$ cat src/rtl/dcache_meta_pkg.sv
// Shared types and helpers for the D-cache metadata array.
// Entry packing helpers do not depend on DCACHE_META_PARITY_EN; callers pass the enable in.
package dcache_meta_pkg;

    typedef enum logic {
        CLEAR = 1'b0,
        READY = 1'b1
    } meta_state_e;

    localparam int PAR_MAX_WIDTH = 64;

    function automatic logic even_par(input logic [PAR_MAX_WIDTH-1:0] data);
        return ^data;
    endfunction

    function automatic int entry_bits(input int width, input bit par_en);
        return width + (par_en ? 1 : 0);
    endfunction

endpackage

$ cat src/rtl/dcache_meta_array_way.sv
// One way of the metadata array: storage, a single write port and two bypassed read ports.
// Optional parity storage/check under DCACHE_META_PARITY_EN.
module dcache_meta_way
    import dcache_meta_pkg::*;
#(
    parameter int S_INDEX = 3,
    parameter int WIDTH   = 1
) (
    input  logic               clk,
    input  logic               wr_en,
    input  logic [S_INDEX-1:0] wr_idx,
    input  logic [WIDTH-1:0]   wr_data,
    input  logic               byp_en,
    input  logic [S_INDEX-1:0] byp_idx,
    input  logic [WIDTH-1:0]   byp_data,
    input  logic [S_INDEX-1:0] rindex0,
    input  logic [S_INDEX-1:0] rindex1,
    output logic [WIDTH-1:0]   rdata0,
    output logic [WIDTH-1:0]   rdata1,
    output logic               perr0,
    output logic               perr1
);

`ifdef DCACHE_META_PARITY_EN
    localparam bit PAR_EN = 1'b1;
`else
    localparam bit PAR_EN = 1'b0;
`endif

    localparam int NUM_SETS = 2 ** S_INDEX;
    localparam int EW       = entry_bits(WIDTH, PAR_EN);

    logic [EW-1:0] mem [NUM_SETS];
    logic [EW-1:0] wr_entry;
    logic          hit0;
    logic          hit1;

`ifdef DCACHE_META_PARITY_EN
    assign wr_entry = {even_par(PAR_MAX_WIDTH'(wr_data)), wr_data};
`else
    assign wr_entry = wr_data;
`endif

    always_ff @(posedge clk) begin
        if (wr_en) begin
            mem[wr_idx] <= wr_entry;
        end
    end

    assign hit0   = byp_en && (rindex0 == byp_idx);
    assign hit1   = byp_en && (rindex1 == byp_idx);
    assign rdata0 = hit0 ? byp_data : mem[rindex0][WIDTH-1:0];
    assign rdata1 = hit1 ? byp_data : mem[rindex1][WIDTH-1:0];

`ifdef DCACHE_META_PARITY_EN
    // A bypassed way shows fresh write data, so its stale stored parity is irrelevant.
    assign perr0 = !hit0 &&
                   (mem[rindex0][WIDTH] != even_par(PAR_MAX_WIDTH'(mem[rindex0][WIDTH-1:0])));
    assign perr1 = !hit1 &&
                   (mem[rindex1][WIDTH] != even_par(PAR_MAX_WIDTH'(mem[rindex1][WIDTH-1:0])));
`else
    assign perr0 = 1'b0;
    assign perr1 = 1'b0;
`endif

endmodule

$ cat src/rtl/dcache_meta_array.sv
// D-cache metadata array: N_WAYS way instances plus the clear sweep FSM.
// Define DCACHE_META_PARITY_EN to store and check per-entry even parity.
module dcache_meta_array
    import dcache_meta_pkg::*;
#(
    parameter int S_INDEX = 3,
    parameter int N_WAYS  = 2,
    parameter int WIDTH   = 1
) (
    input  logic                      clk,
    input  logic                      rst,
    input  logic                      flush_req,
    output logic                      busy,
    input  logic                      load,
    input  logic [N_WAYS-1:0]         wmask,
    input  logic [S_INDEX-1:0]        windex,
    input  logic [N_WAYS*WIDTH-1:0]   datain,
    input  logic [S_INDEX-1:0]        rindex0,
    input  logic [S_INDEX-1:0]        rindex1,
    output logic [N_WAYS*WIDTH-1:0]   dataout0,
    output logic [N_WAYS*WIDTH-1:0]   dataout1,
    output logic                      perr0,
    output logic                      perr1
);

    localparam int                 NUM_SETS = 2 ** S_INDEX;
    localparam logic [S_INDEX-1:0] LAST_SET = S_INDEX'(NUM_SETS - 1);

    meta_state_e        state;
    meta_state_e        state_next;
    logic [S_INDEX-1:0] clr_idx;
    logic [S_INDEX-1:0] clr_idx_next;

    logic [N_WAYS*WIDTH-1:0] way_rd0;
    logic [N_WAYS*WIDTH-1:0] way_rd1;
    logic [N_WAYS-1:0]       way_perr0;
    logic [N_WAYS-1:0]       way_perr1;

    always_ff @(posedge clk) begin
        if (rst) begin
            state   <= CLEAR;
            clr_idx <= '0;
        end else begin
            state   <= state_next;
            clr_idx <= clr_idx_next;
        end
    end

    // The sweep leaves CLEAR after writing the last set, so clr_idx never runs past it.
    always_comb begin
        state_next   = state;
        clr_idx_next = clr_idx;
        case (state)
            CLEAR: begin
                clr_idx_next = clr_idx + S_INDEX'(1);
                if (clr_idx == LAST_SET) begin
                    state_next   = READY;
                    clr_idx_next = '0;
                end
            end
            READY: begin
                if (flush_req) begin
                    state_next   = CLEAR;
                    clr_idx_next = '0;
                end
            end
            default: begin
                state_next   = CLEAR;
                clr_idx_next = '0;
            end
        endcase
    end

    assign busy = (state == CLEAR);

    for (genvar w = 0; w < N_WAYS; w++) begin : g_way
        logic wr_en;
        assign wr_en = busy || (load && wmask[w]);

        dcache_meta_way #(
            .S_INDEX (S_INDEX),
            .WIDTH   (WIDTH)
        ) u_way (
            .clk      (clk),
            .wr_en    (wr_en),
            .wr_idx   (busy ? clr_idx : windex),
            .wr_data  (busy ? '0 : datain[w*WIDTH +: WIDTH]),
            .byp_en   (load && wmask[w]),
            .byp_idx  (windex),
            .byp_data (datain[w*WIDTH +: WIDTH]),
            .rindex0  (rindex0),
            .rindex1  (rindex1),
            .rdata0   (way_rd0[w*WIDTH +: WIDTH]),
            .rdata1   (way_rd1[w*WIDTH +: WIDTH]),
            .perr0    (way_perr0[w]),
            .perr1    (way_perr1[w])
        );
    end

    // Contents are meaningless mid-sweep, so reads are masked to zero while busy.
    assign dataout0 = busy ? '0 : way_rd0;
    assign dataout1 = busy ? '0 : way_rd1;
    assign perr0    = !busy && (|way_perr0);
    assign perr1    = !busy && (|way_perr1);

endmodule
$ cat config.mk
export PLATFORM = sky130hd
export DESIGN_NAME = dcache_meta_array
export DESIGN_NICKNAME = d
export VERILOG_FILES = /design/src/rtl/dcache_meta_pkg.sv /design/src/rtl/dcache_meta_array_way.sv /design/src/rtl/dcache_meta_array.sv
export SDC_FILE = /design/constraint.sdc
export NUM_CORES = 1
export LEC_CHECK = 0
export CAP_MARGIN = 20
export CORE_MARGIN = 2
export CORE_UTILIZATION = 46
export DETAILED_ROUTE_END_ITERATION = 8
export PLACE_DENSITY = 0.73
export SYNTH_ARGS = -nofsm -noshare
export SYNTH_HDL_FRONTEND = slang
export SYNTH_SLANG_ARGS = --single-unit
$ cat constraint.sdc
create_clock -name clk -period 1.52 [get_ports clk]
set_input_delay 0.304 -clock clk [delete_from_list [all_inputs] [get_ports clk]]
set_output_delay 0.304 -clock clk [all_outputs]
set_load 0.05 [all_outputs]
After elaboration in Yosys (flattened, before gate mapping):

Memory sizes are Yosys's and may differ from the RTL's.
Index checks and enable logic that the tools add are counted.
W data, S select, Z words.

* bitwise logic cells: 1
* equal/unequal tests: 4
* $add $sub $neg: 1
* muxes and demuxes: 19
* reductions and logical operators: 8

Operators with widths (count)
* $mux W1: 12
* $mux W3: 3
* $eq A3 B3 Y1: 2
* $logic_and A1 B1 Y1: 6
* $pmux W3 S2: 1
* $mux W2: 2
* $add A3 B1 Y3 const B: 1
* $eq A3 B3 Y1 const B: 1
* $logic_or A1 B1 Y1: 2
* $ne A2 B2 Y1 const B: 1
* $pmux W1 S2: 1
* $not A1 Y1: 1

* RAM bits: 16
* memories: 2
* output and inout bits: 7
* input port bits: 17
* bits in registers: 4

Memory list
* g_way[0].u_way.mem: words 8, width 1, read ports 2, clocked after Yosys merged registers in 0, write ports 1, RTL line dcache_meta_array_way.sv:33 `logic [EW-1:0] mem [NUM_SETS];`
* g_way[1].u_way.mem: words 8, width 1, read ports 2, clocked after Yosys merged registers in 0, write ports 1, RTL line dcache_meta_array_way.sv:33

Logic depth before layout (Yosys ltp):

Gate-level depths: netlist of run 1.

* depth in word-level cells: 4
* mapped depth: 6
* gate-level depth less buffers: 5

Cells and area by module:

Synthesis of run 1 repeated with hierarchy kept, for this count alone.

* cell total of the unflattened synthesis: 118
* area, all modules: 1393.8 um2

Modules (own cells, without submodules)
* dcache_meta_way: cells each 40, area each 540.5 um2, instances 2, seq. area each 240.2 um2
* dcache_meta_array: cells each 38, area each 312.8 um2, instances 1, seq. area each 80.1 um2

Worst setup path after synthesis of run 1:

Ideal clock, no wire load.

* path type: input to output
* start point: in rindex0[2]
* end point: out dataout0[1]
* cell stages on the path: 4
* path slack: -0.823 ns
* data arrival time: 2.039 ns
* cells stage by stage: clkbuf_1 > xnor2_1 > nand3_1 > o31ai_1

* cells in the longest elaborated chain, start to end: 4
* elaborated cells between the ends (all ways): 5
* classes of those cells: eq/ne: 1; mux: 2; reduce/logical: 1; memory: 1

Ends and longest elaborated chain
* start: declaration: RTL line dcache_meta_array.sv:18 `input logic [S_INDEX-1:0] rindex0,`
* branches (longest 2 deep; another with $mem_v2 Z8 W1)
* $mux W1 (*): RTL line dcache_meta_array_way.sv:52 `assign rdata0 = hit0 ? byp_data : mem[rindex0][WIDTH-1:0];`
* $mux W2 (*): RTL line dcache_meta_array.sv:101 `assign dataout0 = busy ? '0 : way_rd0;`
* end: declaration: RTL line dcache_meta_array.sv:20 `output logic [N_WAYS*WIDTH-1:0] dataout0,`

Every way passes the cells marked *.

==> run_results.csv, run 1 <==
group,metric,value,unit
grt,grt_util_all_layers,21.8,%
critical_path,worstReg2RegStart,"state$_SDFF_PP0_",
detailed_routing,via_count,1207,
sta,fmax,0.488,GHz
critical_path,worst_path_max_delay_cell,"mux4_2",
synthesis,ys_ff_latch,20,
sta,whs,0.507,ns
sta,clock_skew,0.00188,ns
synthesis,avgSynthCellArea,10.1,um^2
clock_network,root_buffer,"clkbuf_4",
sta,maxSlewViolCount,0,
floorplan,start_util,47.9,%
synthesis,syn_area,0.00130,mm^2
sta,setup_viol,4,
grt,first_global_vias,1271,
sta,finalHoldViolCount,0,
detailed_routing,drc_errors,0,
synthesis,seq_area_frac_synth,43.2,%
floorplan,coreArea,0.00271,mm^2
floorplan,ios,24,
power,switching_share,24.4,%
grt,antenna_found_initial,0,
finish,area_delta_synth_final,52.2,%
detailed_routing,ant_nets,0,
critical_path,critical_path_buf_inv_count,1,
sta,layout_setup_ws,-0.527,ns
critical_path,endpoint_kind,"output port",
detailed_routing,wirelength,3370,um
critical_path,crit_fanout,2,
detailed_routing,dr.pass1.iters,6,
grt,grt_max_degree,17,
power,p_per_area,713,mW/mm^2
power,power_switching,344,uW
critical_path,crit_family,"multiplexers",
critical_path,crit_required,1.22,ns
detailed_routing,viasPerCell,5.51,
detailed_routing,dr.first_iter.drc_count,42,
critical_path,worst-setup-path-type,"register to output port",
floorplan,die_w,57.1,um
place,dpl.hpwl,2680,um
floorplan,fp.dieH,57.1,um
detailed_routing,post_drt_wl_per_cell,15.4,um
hold_path,min_from,"clr_idx[2]$_SDFFE_PP0P_",
synthesis,syn_inst,129,
grt,grt_overflow,0,
sta,grt_setup_unrepaired,"true",
clock_network,cts_buffers,3,
grt,grt_pass1_wl,5610,um
critical_path,crit_cells,5,
sta,finalCritPeriodShare,135,%
synthesis,synth_top_area_cell,"edfxtp_1",
floorplan,dieArea,0.00326,mm^2
outcome,status,"finished with violations",
clock_network,cts_tree,"built",
critical_path,path_cells,"mux4_2 -> a2bb2oi_1 -> o211ai_1 -> o31ai_4 -> buf_6",
clock_network,clockBufferDepth,2,
hold_path,hold_path_depth,2,
finish,insertedDiodeCount,0,
run,cap_violations,0,
finish,layout-drive-gt1-share,36.7,%
place,portBuffers,21,
synthesis,synth_top_area_share,37.0,%
synthesis,synth_area_leaders,"edfxtp_1 (37%), mux2i_1 (8.5%), mux4_2 (6.9%), nor2_1 (6.6%), dfxtp_1 (6.2%)",
outcome,violations,"setup timing",
power,p_comb_share,24.5,%
clock_network,clock-sinks,20,
hold_path,hold_class,"register to register",
power,pwr-share-clk,30.1,%
power,seqPwrFrac,45.4,%
critical_path,reg2reg_depth,6,
clock_network,htreeDepth,1,
power,p_leak,0.817,nW
floorplan,rows,19,
sta,min_period,2.05,ns
clock_network,path_clk_slew,0.11,ns
power,peakVddDrop,752,uV
critical_path,startpoint,"g_way[1].u_way.mem[5]$_DFFE_PP_",
critical_path,cp_data_arrival_time,1.74,ns
clock_network,clkLatencyLatePin,0.29,ns
synthesis,synth_cell_types,27,
critical_path,startpoint_type,"register",
critical_path,max_stage_delay,0.47,ns
finish,nets,208,
power,finalPower,1.41,mW
sta,fin_setup_tns,-2.07,ns
power,internal-power,1.07,mW
place,gp_congestion,0.795,
synthesis,ys_warn_count,0,
-- sequential cells by signal, indices dropped and copies added (netlist names) --
register	count
g_way.u_way.mem	16
state	1
clr_idx	3
-- cells in the mapped netlist, drive strengths merged --
cell type	n
mux2i	11
nor3	5
xor2	1
nand2	7
a41oi	2
buf	9
o211ai	2
inv	9
nand3	3
dfxtp	4
conb	1
a21oi	3
o2bb2ai	2
clkbuf	1
ha	2
a311o	2
a2bb2oi	2
edfxtp	16
xnor2	5
a31oi	8
o31ai	2
nor3b	2
mux4	4
nor2	23
nor2b	3
-- final timing paths --
path | to | slack (ns)
setup reg to reg | g_way[0].u_way.mem[3]$_DFFE_PP_ | 0.10
hold / removal | clr_idx[2]$_SDFFE_PP0P_ | 0.51
setup / recovery | dataout0[1] | -0.53
hold reg to reg | clr_idx[2]$_SDFFE_PP0P_ | 0.51
-- cells in the final DEF, fill, tap and decap left out, drive strengths merged, types with 2 or more instances in the layout --
cell type	count
edfxtp	16
a311o	2
xnor2	5
o211ai	2
buf	48
nor2b	3
conb	2
nor3b	2
dfxtp	4
a41oi	2
clkdlybuf4s15	2
mux2i	11
a2bb2oi	2
dlygate4sd2	6
nand2	7
nor2	23
ha	2
a31oi	8
mux4	4
clkdlybuf4s50	8
inv	9
o31ai	2
nand3	3
a21oi	3
o2bb2ai	2
nor3	5
clkbuf	3
-- through the flow --
step | std cells | area [um^2] | setup WS (ns) | utilization (%)
finish | 219 | 1980 | -0.527 | 72.9
global route | 219 | 1980 | -0.617 | 72.9
CTS | 214 | 1930 | -0.539 | 71.1
detailed placement | 208 | 1830 | -0.843 | 67.6
global placement | 208 | 1830 | -0.794 | 67.6
floorplan | 130 | 1400 | -0.234 | -
-- layer usage --
metal  GRT usage, %  up-vias  share of wire, %
met4           9.97        0               2.5
met5              0        -                 0
met3           2.04       10               4.1
li1               -      582                 -
met2           40.1       42                54
met1           25.6      573                39
-- worst register-to-register path, cell delays in order, from the launching register on --
cell,delay (ns)
dfxtp_1,0.36
inv_2,0.07
buf_4,0.16
nor3_1,0.15
a31oi_1,0.07
buf_4,0.17
nor2_1,0.16
-- logic make-up after synthesis --
kind of cell	after synthesis	share of synthesized area, %
AOI/OAI and AO/OA	23	12.9
xor gates and xnor gates	6	4.05
adders and majority gates	2	1.93
buffers and inverters	19	7.90
DFF	20	43.2
muxes	15	15.4
other	1	0.289
and+or+nand+nor	43	14.4
-- final cells by class --
| type | instances | area (um^2) |
|---|---|---|
| clock buffers | 3 | 22.5 |
| clock inverters | 1 | 30.0 |
| fillers | 192 | 733 |
| inverters | 9 | 33.8 |
| multi-input cells | 91 | 744 |
| flip-flops and latches | 20 | 561 |
| well taps | 31 | 38.8 |
| repair buffers | 64 | 547 |
-- power by group through the flow --
stage | combinational, mW | clock [mW] | sequential, mW
6_report | 0.345 | 0.424 | 0.640
5_1_grt | 0.371 | 0.460 | 0.644
4_1_cts | 0.335 | 0.428 | 0.639
3_5_place_dp | 0.329 | 0 | 0.652
3_3_place_gp | 0.316 | 0 | 0.650
2_1_floorplan | 0.183 | 0 | 0.644
-- timing repair --
item                                    4_1_cts  5_1_grt
setup buffers                                 2        5
pin swaps                                     5        1
gates resized for setup                      16        4
hold buffers                                  0        0
endpoints found under the setup margin       13       11
No activity file was read; power rests on OpenSTA's default activity.
==> inputs of run 2 (changes only) <==
--- a/config.mk
+++ b/config.mk
@@ -8,6 +8,7 @@
 export CAP_MARGIN = 20
 export CORE_MARGIN = 2
 export CORE_UTILIZATION = 46
+export CTS_CLUSTER_SIZE = 10
 export DETAILED_ROUTE_END_ITERATION = 8
 export PLACE_DENSITY = 0.73
 export SYNTH_ARGS = -nofsm -noshare
==> results of run 2 <==
Same layout as run 1: the final DEF is identical, and so are final timing and power.
